$ cat src/rtl/audio_clk_pkg.sv
// ---------------------------------------------------------------------------
// audio_clk_pkg
// Shared definitions for the audio clock configuration sequencer:
//   - sequencer state encoding
//   - bit positions of the four divisor fields inside cmd_reg1/cmd_reg2
//     (the field layout is defined by the clock generator; the sequencer
//     only passes the words through)
//   - power-on default configuration words
// ---------------------------------------------------------------------------
package audio_clk_pkg;

   typedef enum logic [2:0] {
      ST_IDLE    = 3'd0,
      ST_CLEAR   = 3'd1,
      ST_LOAD    = 3'd2,
      ST_SETTLE  = 3'd3,
      ST_RELEASE = 3'd4
   } seq_state_e;

   // Divisor field positions (cmd1: mclk/bclk, cmd2: lrclk1/lrclk2)
   localparam int MCLK_MSB   = 31;
   localparam int MCLK_LSB   = 24;
   localparam int BCLK_MSB   = 23;
   localparam int BCLK_LSB   = 16;
   localparam int LRCLK1_MSB = 15;
   localparam int LRCLK1_LSB = 8;
   localparam int LRCLK2_MSB = 7;
   localparam int LRCLK2_LSB = 0;

   // Power-on configuration words
   localparam logic [31:0] RESET_CMD1_DEFAULT = 32'h0301_0000;
   localparam logic [31:0] RESET_CMD2_DEFAULT = 32'h0000_0F0F;

endpackage

$ cat src/rtl/audio_clk_cfg_sequencer_if.sv
// ---------------------------------------------------------------------------
// audio_clk_cfg_sequencer_if
// Requester-side bundle of the audio clock configuration sequencer.
//   req_valid[1:0]  per-requester request, held with data until ready
//   req_ready[1:0]  one-hot acceptance (transfer when valid & ready)
//   req0_cmd1/2     requester 0 (host bridge) configuration words
//   req1_cmd1/2     requester 1 (synth engine) configuration words
//   done[1:0]       one-cycle completion pulse to the granted requester
// master: requester side, slave: sequencer side.
// ---------------------------------------------------------------------------
interface audio_clk_cfg_sequencer_if;

   logic [1:0]  req_valid;
   logic [1:0]  req_ready;
   logic [31:0] req0_cmd1;
   logic [31:0] req0_cmd2;
   logic [31:0] req1_cmd1;
   logic [31:0] req1_cmd2;
   logic [1:0]  done;

   modport master (
      output req_valid,
      output req0_cmd1,
      output req0_cmd2,
      output req1_cmd1,
      output req1_cmd2,
      input  req_ready,
      input  done
   );

   modport slave (
      input  req_valid,
      input  req0_cmd1,
      input  req0_cmd2,
      input  req1_cmd1,
      input  req1_cmd2,
      output req_ready,
      output done
   );

endinterface

$ cat src/rtl/audio_clk_rr_arbiter.sv
// ---------------------------------------------------------------------------
// audio_clk_rr_arbiter
// Two-way round-robin arbiter.
//   clk, reset_n  clock and synchronous active-low reset
//   req[1:0]      request vector
//   enable        grants are only issued while enable is high
//   advance       a grant was consumed; remember who won
//   gnt[1:0]      one-hot grant (combinational)
//   gnt_id        index of the granted requester
// After reset the last-grant pointer is 1, so requester 0 wins a tie first.
// ---------------------------------------------------------------------------
module audio_clk_rr_arbiter (
   input  logic       clk,
   input  logic       reset_n,
   input  logic [1:0] req,
   input  logic       enable,
   input  logic       advance,
   output logic [1:0] gnt,
   output logic       gnt_id
);

   logic last_r;

   // Last-grant pointer, moves only when a grant is consumed
   always_ff @(posedge clk) begin
      if (!reset_n) begin
         last_r <= 1'b1;
      end else if (advance) begin
         last_r <= gnt_id;
      end else begin
         last_r <= last_r;
      end
   end

   // Grant selection: a lone requester wins, a tie goes to the one not served last
   always_comb begin
      gnt = 2'b00;
      if (enable) begin
         case (req)
            2'b01:   gnt = 2'b01;
            2'b10:   gnt = 2'b10;
            2'b11:   gnt = last_r ? 2'b01 : 2'b10;
            default: gnt = 2'b00;
         endcase
      end else begin
         gnt = 2'b00;
      end
      gnt_id = gnt[1];
   end

endmodule

$ cat src/rtl/audio_clk_cfg_sequencer.sv
// ---------------------------------------------------------------------------
// audio_clk_cfg_sequencer
// Owns the clock generator configuration words and lrclk_clear. Two
// requesters are arbitrated round-robin; each accepted change mutes the LR
// clocks, loads the new words, waits for MCLK/BCLK to settle, then releases
// and pulses done to the requester. A request for the words already in
// place while locked completes immediately without muting.
//   clk_clkin     clock
//   reset_n       synchronous active-low reset (restarts the power-on settle)
//   req_if        requester bundle (slave modport)
//   cmd_reg1/2    configuration words to the clock generator
//   lrclk_clear   holds the LR dividers in reset
//   busy          sequencer not in IDLE
//   locked        clocks stable at the current configuration
// ---------------------------------------------------------------------------
module audio_clk_cfg_sequencer
   import audio_clk_pkg::*;
#(
   parameter int          CLEAR_CYCLES  = 16,
   parameter int          SETTLE_CYCLES = 256,
   parameter logic [31:0] RESET_CMD1    = RESET_CMD1_DEFAULT,
   parameter logic [31:0] RESET_CMD2    = RESET_CMD2_DEFAULT
) (
   input  logic                        clk_clkin,
   input  logic                        reset_n,
   audio_clk_cfg_sequencer_if.slave    req_if,
   output logic [31:0]                 cmd_reg1,
   output logic [31:0]                 cmd_reg2,
   output logic                        lrclk_clear,
   output logic                        busy,
   output logic                        locked
);

   localparam int MAX_CYCLES = (CLEAR_CYCLES > SETTLE_CYCLES) ? CLEAR_CYCLES : SETTLE_CYCLES;
   localparam int CNT_W      = $clog2(MAX_CYCLES + 1);
   localparam logic [CNT_W-1:0] CLEAR_LAST  = CNT_W'(CLEAR_CYCLES - 1);
   localparam logic [CNT_W-1:0] SETTLE_LAST = CNT_W'(SETTLE_CYCLES - 1);

   seq_state_e       state_r;
   seq_state_e       state_s;
   logic [CNT_W-1:0] count_r;

   logic [31:0] stage_cmd1_r;
   logic [31:0] stage_cmd2_r;
   logic        stage_id_r;
   logic        stage_valid_r;

   logic [31:0] cmd_reg1_r;
   logic [31:0] cmd_reg2_r;
   logic        lrclk_clear_r;
   logic        busy_r;
   logic        locked_r;
   logic [1:0]  done_r;
   logic [1:0]  done_s;

   logic [1:0]  gnt_s;
   logic        gnt_id_s;
   logic        xfer_s;
   logic [31:0] sel_cmd1_s;
   logic [31:0] sel_cmd2_s;
   logic        skip_s;

   audio_clk_rr_arbiter u_arb (
      .clk     (clk_clkin),
      .reset_n (reset_n),
      .req     (req_if.req_valid),
      .enable  (state_r == ST_IDLE),
      .advance (xfer_s),
      .gnt     (gnt_s),
      .gnt_id  (gnt_id_s)
   );

   assign req_if.req_ready = gnt_s;
   assign req_if.done      = done_r;
   assign cmd_reg1         = cmd_reg1_r;
   assign cmd_reg2         = cmd_reg2_r;
   assign lrclk_clear      = lrclk_clear_r;
   assign busy             = busy_r;
   assign locked           = locked_r;

   assign xfer_s     = |(req_if.req_valid & gnt_s);
   assign sel_cmd1_s = gnt_id_s ? req_if.req1_cmd1 : req_if.req0_cmd1;
   assign sel_cmd2_s = gnt_id_s ? req_if.req1_cmd2 : req_if.req0_cmd2;
   // Same words while already locked: nothing to retune, finish at once
   assign skip_s     = (sel_cmd1_s == cmd_reg1_r) && (sel_cmd2_s == cmd_reg2_r) && locked_r;

   // Next-state and completion-pulse decode
   always_comb begin
      state_s = state_r;
      done_s  = 2'b00;
      case (state_r)
         ST_IDLE: begin
            if (xfer_s) begin
               state_s = skip_s ? ST_RELEASE : ST_CLEAR;
            end else begin
               state_s = ST_IDLE;
            end
         end
         ST_CLEAR: begin
            if (count_r == CLEAR_LAST) begin
               state_s = ST_LOAD;
            end else begin
               state_s = ST_CLEAR;
            end
         end
         ST_LOAD:    state_s = ST_SETTLE;
         ST_SETTLE: begin
            if (count_r == SETTLE_LAST) begin
               state_s = ST_RELEASE;
            end else begin
               state_s = ST_SETTLE;
            end
         end
         ST_RELEASE: state_s = ST_IDLE;
         default:    state_s = ST_IDLE;
      endcase

      // The power-on settle has no staged request, so it raises no done
      if (state_s == ST_RELEASE) begin
         if (state_r == ST_IDLE) begin
            done_s[gnt_id_s] = 1'b1;
         end else if (stage_valid_r) begin
            done_s[stage_id_r] = 1'b1;
         end else begin
            done_s = 2'b00;
         end
      end else begin
         done_s = 2'b00;
      end
   end

   // State register and per-state cycle counter (cleared on every state entry)
   always_ff @(posedge clk_clkin) begin
      if (!reset_n) begin
         state_r <= ST_SETTLE;
         count_r <= '0;
      end else begin
         state_r <= state_s;
         if (state_s != state_r) begin
            count_r <= '0;
         end else if (state_r == ST_IDLE) begin
            count_r <= count_r;
         end else begin
            count_r <= count_r + CNT_W'(1);
         end
      end
   end

   // Request staging: words are captured only at the handshake
   always_ff @(posedge clk_clkin) begin
      if (!reset_n) begin
         stage_cmd1_r  <= 32'h0000_0000;
         stage_cmd2_r  <= 32'h0000_0000;
         stage_id_r    <= 1'b0;
         stage_valid_r <= 1'b0;
      end else if (xfer_s) begin
         stage_cmd1_r  <= sel_cmd1_s;
         stage_cmd2_r  <= sel_cmd2_s;
         stage_id_r    <= gnt_id_s;
         stage_valid_r <= 1'b1;
      end else if (state_r == ST_RELEASE) begin
         stage_valid_r <= 1'b0;
      end else begin
         stage_valid_r <= stage_valid_r;
      end
   end

   // Configuration words: updated only from the LOAD state
   always_ff @(posedge clk_clkin) begin
      if (!reset_n) begin
         cmd_reg1_r <= RESET_CMD1;
         cmd_reg2_r <= RESET_CMD2;
      end else if (state_r == ST_LOAD) begin
         cmd_reg1_r <= stage_cmd1_r;
         cmd_reg2_r <= stage_cmd2_r;
      end else begin
         cmd_reg1_r <= cmd_reg1_r;
         cmd_reg2_r <= cmd_reg2_r;
      end
   end

   // Status outputs registered from the next state so they align with state_r
   always_ff @(posedge clk_clkin) begin
      if (!reset_n) begin
         lrclk_clear_r <= 1'b1;
         busy_r        <= 1'b1;
         locked_r      <= 1'b0;
         done_r        <= 2'b00;
      end else begin
         lrclk_clear_r <= (state_s == ST_CLEAR) || (state_s == ST_LOAD) || (state_s == ST_SETTLE);
         busy_r        <= (state_s != ST_IDLE);
         done_r        <= done_s;
         if (state_s == ST_RELEASE) begin
            locked_r <= 1'b1;
         end else if (state_s == ST_CLEAR) begin
            locked_r <= 1'b0;
         end else begin
            locked_r <= locked_r;
         end
      end
   end

endmodule

$ cat src/flat_wrapper.sv
// flat-port wrapper written by rule: the top's interface ports become plain ports
module audio_clk_cfg_sequencer_flat import audio_clk_pkg::*;
#(
   parameter int          CLEAR_CYCLES  = 16,
   parameter int          SETTLE_CYCLES = 256,
   parameter logic [31:0] RESET_CMD1    = RESET_CMD1_DEFAULT,
   parameter logic [31:0] RESET_CMD2    = RESET_CMD2_DEFAULT
)
  (clk_clkin, reset_n, cmd_reg1, cmd_reg2, lrclk_clear, busy, locked, req_if_req_valid, req_if_req0_cmd1, req_if_req0_cmd2, req_if_req1_cmd1, req_if_req1_cmd2, req_if_req_ready, req_if_done);
  audio_clk_cfg_sequencer_if req_if_i ();
  input  logic clk_clkin;
  input  logic reset_n;
  output logic [31:0] cmd_reg1;
  output logic [31:0] cmd_reg2;
  output logic lrclk_clear;
  output logic busy;
  output logic locked;
  input wire logic [$bits(req_if_i.req_valid)-1:0] req_if_req_valid;
  input wire logic [$bits(req_if_i.req0_cmd1)-1:0] req_if_req0_cmd1;
  input wire logic [$bits(req_if_i.req0_cmd2)-1:0] req_if_req0_cmd2;
  input wire logic [$bits(req_if_i.req1_cmd1)-1:0] req_if_req1_cmd1;
  input wire logic [$bits(req_if_i.req1_cmd2)-1:0] req_if_req1_cmd2;
  output wire logic [$bits(req_if_i.req_ready)-1:0] req_if_req_ready;
  output wire logic [$bits(req_if_i.done)-1:0] req_if_done;
  assign req_if_i.req_valid = req_if_req_valid;
  assign req_if_i.req0_cmd1 = req_if_req0_cmd1;
  assign req_if_i.req0_cmd2 = req_if_req0_cmd2;
  assign req_if_i.req1_cmd1 = req_if_req1_cmd1;
  assign req_if_i.req1_cmd2 = req_if_req1_cmd2;
  assign req_if_req_ready = req_if_i.req_ready;
  assign req_if_done = req_if_i.done;
  audio_clk_cfg_sequencer #(.CLEAR_CYCLES(CLEAR_CYCLES), .SETTLE_CYCLES(SETTLE_CYCLES), .RESET_CMD1(RESET_CMD1), .RESET_CMD2(RESET_CMD2)) u_core (.clk_clkin(clk_clkin), .reset_n(reset_n), .req_if(req_if_i), .cmd_reg1(cmd_reg1), .cmd_reg2(cmd_reg2), .lrclk_clear(lrclk_clear), .busy(busy), .locked(locked));
endmodule
$ cat config.mk
export PLATFORM = sky130hd
export DESIGN_NAME = audio_clk_cfg_sequencer_flat
export DESIGN_NICKNAME = d
export VERILOG_FILES = /design/src/rtl/audio_clk_pkg.sv /design/src/rtl/audio_clk_cfg_sequencer_if.sv /design/src/rtl/audio_clk_rr_arbiter.sv /design/src/rtl/audio_clk_cfg_sequencer.sv /design/src/flat_wrapper.sv
export SDC_FILE = /design/constraint.sdc
export NUM_CORES = 1
export LEC_CHECK = 0
export CAP_MARGIN = 20
export CORE_MARGIN = 2
export CORE_UTILIZATION = 45
export CTS_CLUSTER_SIZE = 8
export DETAILED_ROUTE_END_ITERATION = 10
export HOLD_SLACK_MARGIN = 0.05
export PLACE_DENSITY = 0.77
export SYNTH_ARGS = -nofsm -noshare
export SYNTH_HDL_FRONTEND = slang
export SYNTH_HIERARCHICAL = 1
export SYNTH_SLANG_ARGS = --single-unit
$ cat constraint.sdc
create_clock -name clk_clkin -period 5.4 [get_ports clk_clkin]
set_clock_uncertainty 0.15 [all_clocks]
set_input_delay 0.54 -clock clk_clkin [delete_from_list [all_inputs] [get_ports clk_clkin]]
set_output_delay 0.54 -clock clk_clkin [all_outputs]
set_load 0.005 [all_outputs]
# Word level (Yosys, flattened, before mapping)

Cells that the tools add are included.

Flip-flop bits (word level): 148
Latch bits: 0
RAM bits: 0
ROM bits: 0
Output and inout bits: 71
Logic and storage cells: 69
Memories: 0

Add/sub/neg operators: 1
Multiply operators: 0
Div/mod/pow operators: 0
Order comparisons: 4
Equality and inequality tests: 16
Shift operators: 0
Multiplexer cells: 20
Bitwise logic cells: 2
Reductions and logical operators: 13

Operators by type and width:

| cell                                                        | count |
|---|---|
| equality test 32 bit                                        | 2 |
| two-way mux 32 bit                                          | 2 |
| equality test 3 x 2 -> 1 bit (second input constant)        | 4 |
| case mux 3 bit (4 select lines)                             | 1 |
| two-way mux 2 bit                                           | 5 |
| adder 9 x 1 -> 9 bit (second input constant)                | 1 |
| equality test 9 x 4 -> 1 bit (second input constant)        | 1 |
| equality test 9 x 8 -> 1 bit (second input constant)        | 1 |
| two-way mux 3 bit                                           | 3 |
| equality test 3 x 1 -> 1 bit (second input constant)        | 2 |
| equality test 3 bit (second input constant)                 | 2 |
| two-way mux 1 bit                                           | 6 |
| case mux 2 bit (3 select lines)                             | 1 |
| equality test 2 bit (second input constant)                 | 2 |
| logical AND 1 bit                                           | 4 |
| less-than comparator 1 x 2 -> 1 bit (second input constant) | 2 |
| nonzero test 2 bit                                          | 2 |
| OR reduction 2 bit                                          | 2 |
| logical NOT 3 bit                                           | 1 |
| inequality test 3 bit                                       | 1 |
| nonzero test 3 bit                                          | 1 |
| AND 2 bit                                                   | 1 |
| demux 1 bit (select 1 bit)                                  | 2 |
| equality test 2 x 1 -> 1 bit (second input constant)        | 1 |
| other kinds (4)                                             | 6 |

# Longest topological paths before layout

Gate-level depths: netlist (run 1).

Word-level depth: 13
Depth in mapped cells: 16
Mapped depth without buffers: 12

# Modules after synthesis

Netlist (run 1), hierarchy kept.

By module, submodules not included:

| module                  | times used | cells each | area each (µm²) |
|---|---|---|---|
| audio_clk_cfg_sequencer | 1          | 753        | 6855.3 |
| audio_clk_rr_arbiter    | 1          | 11         | 82.6 |

# Least setup slack after synthesis (run 1)

Ideal clock, no wire load.

Path type: reg-to-reg
From: register u_core.state_r[1]
To: register u_core.done_r[1] (netlist: u_core/req_if.done[1])
Data arrival time: 3.104 ns
Path slack: 2.081 ns
Stages on the path, launching flop included: 15
Path buffers: 4
Clock period less this slack: 3.319 ns
Path through: dfxtp_1 -> or3_1 -> clkbuf_1 -> inv_1 -> nand2_1 -> nor2_1 -> buf_6 -> buf_6 -> buf_4 -> mux2i_1 -> o2111ai_1 -> a2111oi_4 -> nand3_1 -> a21oi_2 -> a21boi_2

Cells in the longest elaborated chain, start to end: 11
Elaborated cells between the ends (all ways): 24

RTL lines:

| element                               | RTL line                                                     | text |
|---|---|---|
| from (decl)                           | audio_clk_cfg_sequencer.sv:39                                | `seq_state_e state_r;` |
| from (signal assigned)                | audio_clk_cfg_sequencer.sv:138                               | `state_r <= state_s;` |
| logical NOT 3 bit (*)                 | audio_clk_cfg_sequencer.sv:67                                | `.enable (state_r == ST_IDLE),` |
| two-way mux 2 bit (*)                 | audio_clk_rr_arbiter.sv:38                                   | `if (enable) begin` |
| named net u_core.gnt_id_s             | audio_clk_cfg_sequencer.sv:57                                | `logic gnt_id_s;` |
| two-way mux 32 bit (on tied branches) | audio_clk_cfg_sequencer.sv:82, audio_clk_cfg_sequencer.sv:83 |  |
| equality test 32 bit                  | audio_clk_cfg_sequencer.sv:85                                | `assign skip_s = (sel_cmd1_s == cmd_reg1_r) && (sel_cmd2_s == cmd_reg2_r) && locked_r;` |
| logical AND 1 bit (2 in a row)        | audio_clk_cfg_sequencer.sv:85                                |  |
| two-way mux 3 bit                     | audio_clk_cfg_sequencer.sv:94                                | `state_s = skip_s ? ST_RELEASE : ST_CLEAR;` |
| two-way mux 3 bit                     | audio_clk_cfg_sequencer.sv:93                                | `if (xfer_s) begin` |
| case mux 3 bit (4 select lines)       | audio_clk_cfg_sequencer.sv:91                                | `case (state_r)` |
| equality test 3 bit                   | audio_clk_cfg_sequencer.sv:119                               | `if (state_s == ST_RELEASE) begin` |
| AND reduction 2 bit (no line)         | n/a                                                          |  |
| to (signal assigned)                  | audio_clk_cfg_sequencer.sv:192                               | `done_r <= done_s;` |
| to (decl)                             | audio_clk_cfg_sequencer.sv:53                                | `logic [1:0] done_r;` |

Mark *: on every way through the listed nets, which the timed path passes. The rest lies on a longest branch.
A chain may end at the register's enable or synchronous reset.

# Worst setup path after layout (run 1)

From: register u_core.state_r[1]
To: register u_core.done_r[1] (netlist: u_core/req_if.done[1])

Cells in the longest elaborated chain, start to end: 11
Elaborated cells between the ends (all ways): 24

RTL lines:

| element                               | RTL line |
|---|---|
| logical NOT 3 bit                     | audio_clk_cfg_sequencer.sv:67, audio_clk_cfg_sequencer.sv:91, audio_clk_cfg_sequencer.sv:120 |
| two-way mux 2 bit                     | audio_clk_rr_arbiter.sv:38 |
| two-way mux 32 bit (on tied branches) | audio_clk_cfg_sequencer.sv:82, audio_clk_cfg_sequencer.sv:83 |
| equality test 32 bit                  | audio_clk_cfg_sequencer.sv:85 |
| logical AND 1 bit (2 in a row)        | audio_clk_cfg_sequencer.sv:85 |
| two-way mux 3 bit                     | audio_clk_cfg_sequencer.sv:94 |
| two-way mux 3 bit                     | audio_clk_cfg_sequencer.sv:93 |
| case mux 3 bit (4 select lines)       | audio_clk_cfg_sequencer.sv:91 |
| equality test 3 bit                   | audio_clk_cfg_sequencer.sv:119 |
| AND reduction 2 bit (no line)         | n/a |

Parallel ways exist; a longest one is shown, timed or not.

==> flow_summary.yaml, run 1 <==
worst_setup_path:
  arrival_ps: 4720
  rr_startpoint: "u_core/state_r[1]$_SDFF_PN1_"
  cp-start-kind: "register"
  critPathSlowestCell: "or3_1"
  critPathBufInv: 3
  r2r_end: "u_core/req_if.done[1]$_SDFF_PN0_"
  cp_common_cell: "buf_4"
  crit_required_ps: 5600
  endpoint_kind: "register"
  cp-startpoint: "u_core/state_r[1]$_SDFF_PN1_"
  cp_slowest_stage_delay_ps: 590
  cp_top_family: "simple AND/OR/NAND/NOR gates"
  r2r_slack_ps: 880
  cp_cell_sequence: "or3_1 -> inv_1 -> nand2_1 -> nor2_4 -> buf_4 -> buf_4 -> mux2i_1 -> xnor2_1 -> nor4_1 -> nand4_1 -> nor3_2 -> nand3_1 -> a21oi_2 -> a21boi_2"
  critPathKind: "register to register"
  critPathMaxFanout: 12
  r2r_cells: 14
power:
  p_clk_share_pct: 47.5
  p_sw_uw: 550
  powerDensity_nw_per_um2: 254
  ir_worst_vdd_mv: 0.242
  switching_share_pct: 22.5
  p_int_mw: 1.89
  p_leak_nw: 3.99
  comb_power_share_pct: 7.7
  finalPower_mw: 2.44
  seqPwrFrac_pct: 44.8
routing:
  drtIter0Drc: 467
  wirelength_um: 19600
  ant_nets: 0
  viasPerCell: 5.26
  firstDrtPassIters: 5
  drcViolationCount: 0
  vias: 6006
  post_drt_wl_per_cell_um: 17.2
die:
  start_util_pct: 45.8
  core_area_um2: 15100
  dieWidth_um: 128
  dieArea_um2: 16400
  dieHeight_um: 128
  rows: 45
  ios: 203
synthesis:
  synth_fp_nets: 898
  synth_flop_cell: "dfxtp_1"
  synth-seq-area-share_pct: 42.7
  synth_cell_types: 47
  synth-seq-cells: 148
  synth_edf_count: 0
  syn_avg_cell_area_um2: 9.08
  syn_area_um2: 6940
  async_reset_ff_share_pct: 0
  yosys_warnings: 6
  synthCells: 764
clocking:
  cts_tree: "built"
  cts.sinks: 148
  clkTransAtPathRegs_ps: 60
  cts_root_buf: "clkbuf_16"
  clkLatencyLatePin_ps: 420
  cts_buffers: 17
  postCtsHoldBufs: 0
  cts_max_path_buffers: 2
  htree_levels: 4
  ctsResizeCount: 0
  post-cts-setup-buffers: 0
timing:
  tns_ps: 0
  max_slew_margin_pct: 45.6
  finalMaxSlewViolations: 0
  min_period_ps: 4520
  tightest_slew_ps: 816
  rsz0062_at_grt: "no"
  hold_viol: 0
  post-route-period-util_pct: 83.7
  max_freq_mhz: 221
  setup_viol: 0
placed_design:
  io_buffer_count: 202
  place_area_um2: 9040
  dp.final_hpwl_um: 14000
  gp_congestion: 0.875
global_route:
  grt_max_degree: 72
  grt_pass1_vias: 5648
  grt_antenna_before_repair: 1
  grt_remaining_overflow: 0
  track_usage_pct: 23.9
  grt_first_pass_wirelength_um: 30400
run:
  maxCapViolations: 0
status:
  status: "finished clean"
min_path:
  worstHoldStart: "u_core/stage_cmd2_r[26]$_SDFFE_PN0N_"
  hold_path_class: "register to register"
  min_delay_path_depth: 2
  min_to: "u_core/cmd_reg2[26]$_SDFFE_PN0P_"
cells_and_area:
  fillers: 1286
  drive_gt1_share_pct: 6.30
  syn_to_final_growth_pct: 38.8
  nNetsFinal: 1074
  finalInstanceArea_um2: 9630
area by class of cell:
| type | instances | area, um^2 | share of cell area [%] |
|---|---|---|---|
| diodes | 1 | 2.50 | 0.0260 |
| clock buffers | 17 | 425 | 4.42 |
| well taps | 188 | 235 | 2.44 |
| repair buffers | 213 | 2110 | 22.0 |
| flip-flops and latches | 148 | 2960 | 30.8 |
| inverters | 5 | 21.3 | 0.221 |
| multi-input cells | 555 | 3710 | 38.5 |
| clock inverters | 15 | 159 | 1.65 |
how the worst max path moves through the flow:
stage,end,cells after the start
2_1_floorplan,u_core/req_if.done[1]$_SDFF_PN0_,14
3_3_place_gp,u_core/req_if.done[1]$_SDFF_PN0_,13
3_5_place_dp,u_core/state_r[0]$_SDFF_PN1_,13
4_1_cts,u_core/req_if.done[1]$_SDFF_PN0_,13
5_1_grt,u_core/req_if.done[1]$_SDFF_PN0_,13
6_report,u_core/req_if.done[1]$_SDFF_PN0_,14
layer usage:
layer | routed length (um) | share of wire (%) | track usage, % | vias up
met4 | 258 | 1.3 | 7.95 | 0
met5 | 0 | 0 | 0 | -
met3 | 1120 | 5.7 | 4.47 | 19
met1 | 9050 | 46 | 31.7 | 2839
li1 | - | - | - | 2964
met2 | 9190 | 47 | 39.4 | 184
tightest hold or removal path, stage by stage, from the launching register on:
cell      delay, ps
dfxtp_1         300
nand2_1          50
a21boi_1         50
Yosys cell counts (2+ instances only):
master / n / share of area [%]
a211oi_1: 2 / 0.22
a21boi_1: 53 / 5.7
a21oi_1: 5 / 0.36
and2_1: 2 / 0.18
buf_4: 3 / 0.32
buf_6: 5 / 0.81
clkbuf_1: 46 / 2.5
dfxtp_1: 148 / 43
ha_1: 2 / 0.36
inv_1: 4 / 0.22
mux2i_1: 59 / 8.5
mux2i_2: 5 / 0.99
nand2_1: 208 / 11
nand2b_1: 3 / 0.27
nand3_1: 17 / 1.2
nand3b_1: 2 / 0.22
nand4_1: 7 / 0.63
nor2_1: 18 / 0.97
nor3_1: 2 / 0.14
nor3b_1: 2 / 0.22
nor4_1: 14 / 1.3
o211a_1: 64 / 9.2
o21ai_1: 3 / 0.22
xnor2_1: 64 / 8.1
xor2_1: 4 / 0.50
power by group through the flow:
stage	clock, mW	combinational [mW]	sequential, mW
after floorplan	0	0.0694	1.12
after global placement	0	0.186	1.12
after detailed placement	0	0.186	1.12
after CTS	1.17	0.187	1.10
after global routing	1.22	0.201	1.10
final	1.16	0.187	1.10
placed cells by master, fill, tap and decap left out, drive strengths merged, types with 2 or more instances in the layout:
cell / Yosys / routed
a211oi: 2 / 2
a21boi: 55 / 55
a21oi: 6 / 6
and2: 3 / 3
buf: 10 / 12
bufinv: 0 / 2
clkbuf: 46 / 17
clkdlybuf4s50: 0 / 201
clkinv: 0 / 9
clkinvlp: 0 / 3
dfxtp: 148 / 148
ha: 2 / 2
inv: 5 / 6
mux2i: 64 / 64
nand2: 208 / 208
nand2b: 3 / 3
nand3: 17 / 17
nand3b: 2 / 2
nand4: 7 / 7
nor2: 18 / 18
nor3: 3 / 3
nor3b: 2 / 2
nor4: 14 / 14
o211a: 64 / 64
o21ai: 4 / 4
xnor2: 64 / 64
xor2: 4 / 4
through the flow:
step,hold WS [ps],worst slack [ps],instances,util (%)
3_3_place_gp,287,978,1109,59.7
5_1_grt,313,581,1142,63.6
3_5_place_dp,293,952,1109,59.7
4_1_cts,301,949,1141,63.6
6_report,296,882,1142,63.6
2_1_floorplan,281,2080,764,-
registers in the layout, summed over array words and instances, names as in the netlist, 2 cells and up:
name / cells
u_core/state_r: 3
u_core/req_if.done: 2
u_core/cmd_reg1: 32
u_core/stage_cmd2_r: 32
u_core/count_r: 9
u_core/cmd_reg2: 32
u_core/stage_cmd1_r: 32
kinds of logic after synthesis:
group | count (synthesis) | share of synthesized area (%)
buffers and inverters | 61 | 4.02
adders and majority gates | 2 | 0.361
DFF | 148 | 42.7
and+or+nand+nor | 282 | 17.2
AOI/OAI and AO/OA | 139 | 17.7
muxes | 64 | 9.50
xor gates and xnor gates | 68 | 8.58
No activity file was read; power rests on OpenSTA's default activity.
==> inputs of run 2 (changes only) <==
Clock period 5.4 ns to 4.4 ns, I/O delays scaled along.
==> run 2 against run 1 <==
Final area grew 0.81%. Die area unchanged. Via count about the same. Critical path depth down 1. Core utilization increased by 0.51 points. Critical path type unchanged.
==> flow_summary.yaml, run 2 (same netlist as run 1, synthesis figures left out) <==
status:
  status: "finished clean"
cells_and_area:
  syn_to_final_growth_pct: 39.9
  fillers: 1280
  layout_common_cells: "208 x nand2_1, 201 x clkdlybuf4s50_1, 148 x dfxtp_1"
  drive_gt1_share_pct: 6.00
  nNetsFinal: 1072
  n_antenna_cell: 0
  layout_commonest_cell: "nand2_1"
worst_setup_path:
  crit_required_ps: 4520
  arrival_ps: 4010
  cp_slowest_stage_delay_ps: 460
  endpoint_kind: "register"
  critPathSlowestCell: "nor4_1"
  cp_cell_sequence: "or3_1 -> inv_1 -> nand2_1 -> nor2_4 -> buf_12 -> mux2i_1 -> xnor2_1 -> nor4_1 -> nand4_1 -> a2111oi_4 -> a211oi_1 -> o21ai_1 -> nand3_1"
  critPathKind: "register to register"
  cp-start-kind: "register"
  critPathMaxFanout: 23
  r2r_slack_ps: 500
clocking:
  cts_root_buf: "clkbuf_16"
  clkLatencyLatePin_ps: 420
  postCtsHoldBufs: 0
  cts.sinks: 148
  ctsResizeCount: 0
  cts_buffers: 17
  htree_levels: 4
  post-cts-setup-buffers: 0
  cts_tree: "built"
  clkTransAtPathRegs_ps: 60
  cts_max_path_buffers: 2
die:
  dieArea_um2: 16400
  ios: 203
  rows: 45
  core_area_um2: 15100
  dieHeight_um: 128
  start_util_pct: 45.8
  dieWidth_um: 128
min_path:
  hold_path_class: "register to register"
timing:
  max_slew_margin_pct: 45.6
  max_freq_mhz: 257
  post-route-period-util_pct: 88.5
  finalMaxSlewViolations: 0
  tightest_slew_ps: 815
  setup_viol: 0
  hold_viol: 0
  tns_ps: 0
  min_period_ps: 3900
  rsz0062_at_grt: "no"
routing:
  post_drt_wl_per_cell_um: 16.8
  vias: 6002
  firstDrtPassIters: 6
  viasPerCell: 5.27
  wirelength_um: 19100
  drtIter0Drc: 446
  drcViolationCount: 0
  ant_nets: 0
global_route:
  grt_pass1_vias: 5753
  grt_antenna_before_repair: 0
  grt_most_used_layer: "met2"
  grt_max_degree: 86
  groute.layer.met2.usage_pct: 37.6
  gr-usage-met1_pct: 31.6
  track_usage_pct: 23.7
  grt_remaining_overflow: 0
  grt_first_pass_wirelength_um: 30200
  grt_use_met3_pct: 5.80
run:
  maxCapViolations: 0
power:
  p_leak_nw: 4.03
  finalPower_mw: 3.19
  powerDensity_nw_per_um2: 329
  ir_worst_vdd_mv: 0.301
placed_design:
  io_buffer_count: 202
  dp.final_hpwl_um: 13700
  gp_congestion: 0.891
## run 2: cell count changes in the layout (fill, tap and decap cells not counted)
cell	before	now
buf_4	11	8
buf_12	1	2
clkbuf_8	0	5
clkinv_4	6	0
clkinvlp_4	3	1
bufinv_16	2	5
inv_6	1	0
diode_2	1	0
## run 2: final timing paths
check / from / cells after the start / to
worst min register to register: u_core/stage_cmd2_r[26]$_SDFFE_PN0N_ / 2 / u_core/cmd_reg2[26]$_SDFFE_PN0P_
worst max register to register: u_core/state_r[0]$_SDFF_PN1_ / 13 / u_core/state_r[0]$_SDFF_PN1_
worst max-delay path: u_core/state_r[0]$_SDFF_PN1_ / 13 / u_core/state_r[0]$_SDFF_PN1_
worst min-delay path: u_core/stage_cmd2_r[26]$_SDFFE_PN0N_ / 2 / u_core/cmd_reg2[26]$_SDFFE_PN0P_
## run 2: power breakdown
group | internal [mW] | switching (mW) | leakage (nW)
clock | 1.08 | 0.542 | 0.328
sequential | 1.34 | 0.00246 | 1.19
combinational | 0.144 | 0.0859 | 2.51
total | 2.56 | 0.631 | 4.03
## run 2: per-stage QoR
stage,util [%],std cells,hold WS (ps),area (um^2),worst slack (ps)
floorplan,-,764,281,6940,1080
global placement,59.7,1107,288,9040,514
detailed placement,59.7,1107,294,9040,467
CTS,64.1,1138,301,9710,447
global route,64.1,1138,316,9710,142
finish,64.1,1138,297,9710,504
## run 2: metal layers
metal | share of wire (%) | vias up
li1 | - | 2970
met4 | 2.5 | 0
met5 | 0 | -
met2 | 46 | 185
met1 | 45 | 2818
met3 | 6.3 | 29
## run 2: worst max-delay path, delay by kind of cell, from the launching register on
kind | cells | cell delay [ps]
AOI/OAI and AO/OA | 3 | 710
and+or+nand+nor | 6 | 1660
xor gates and xnor gates | 1 | 100
buffers and inverters | 2 | 380
DFF | 1 | 420
muxes | 1 | 300
## run 2: final cells by class
cell class / count / area, um^2 / share of cell area [%]
sequential: 148 / 2960 / 30.5
timing repair buffer: 211 / 2110 / 21.8
multi-input combinational: 555 / 3710 / 38.2
clock buffer: 22 / 494 / 5.09
tap: 188 / 235 / 2.42
clock inverter: 9 / 173 / 1.78
inverter: 5 / 21.3 / 0.219
==> inputs of run 3 (changes only) <==
Settings changed: SKIP_LAST_GASP from default to 1.
==> results of run 3 <==
The final DEF is identical to that of run 2; final timing and power are the same.
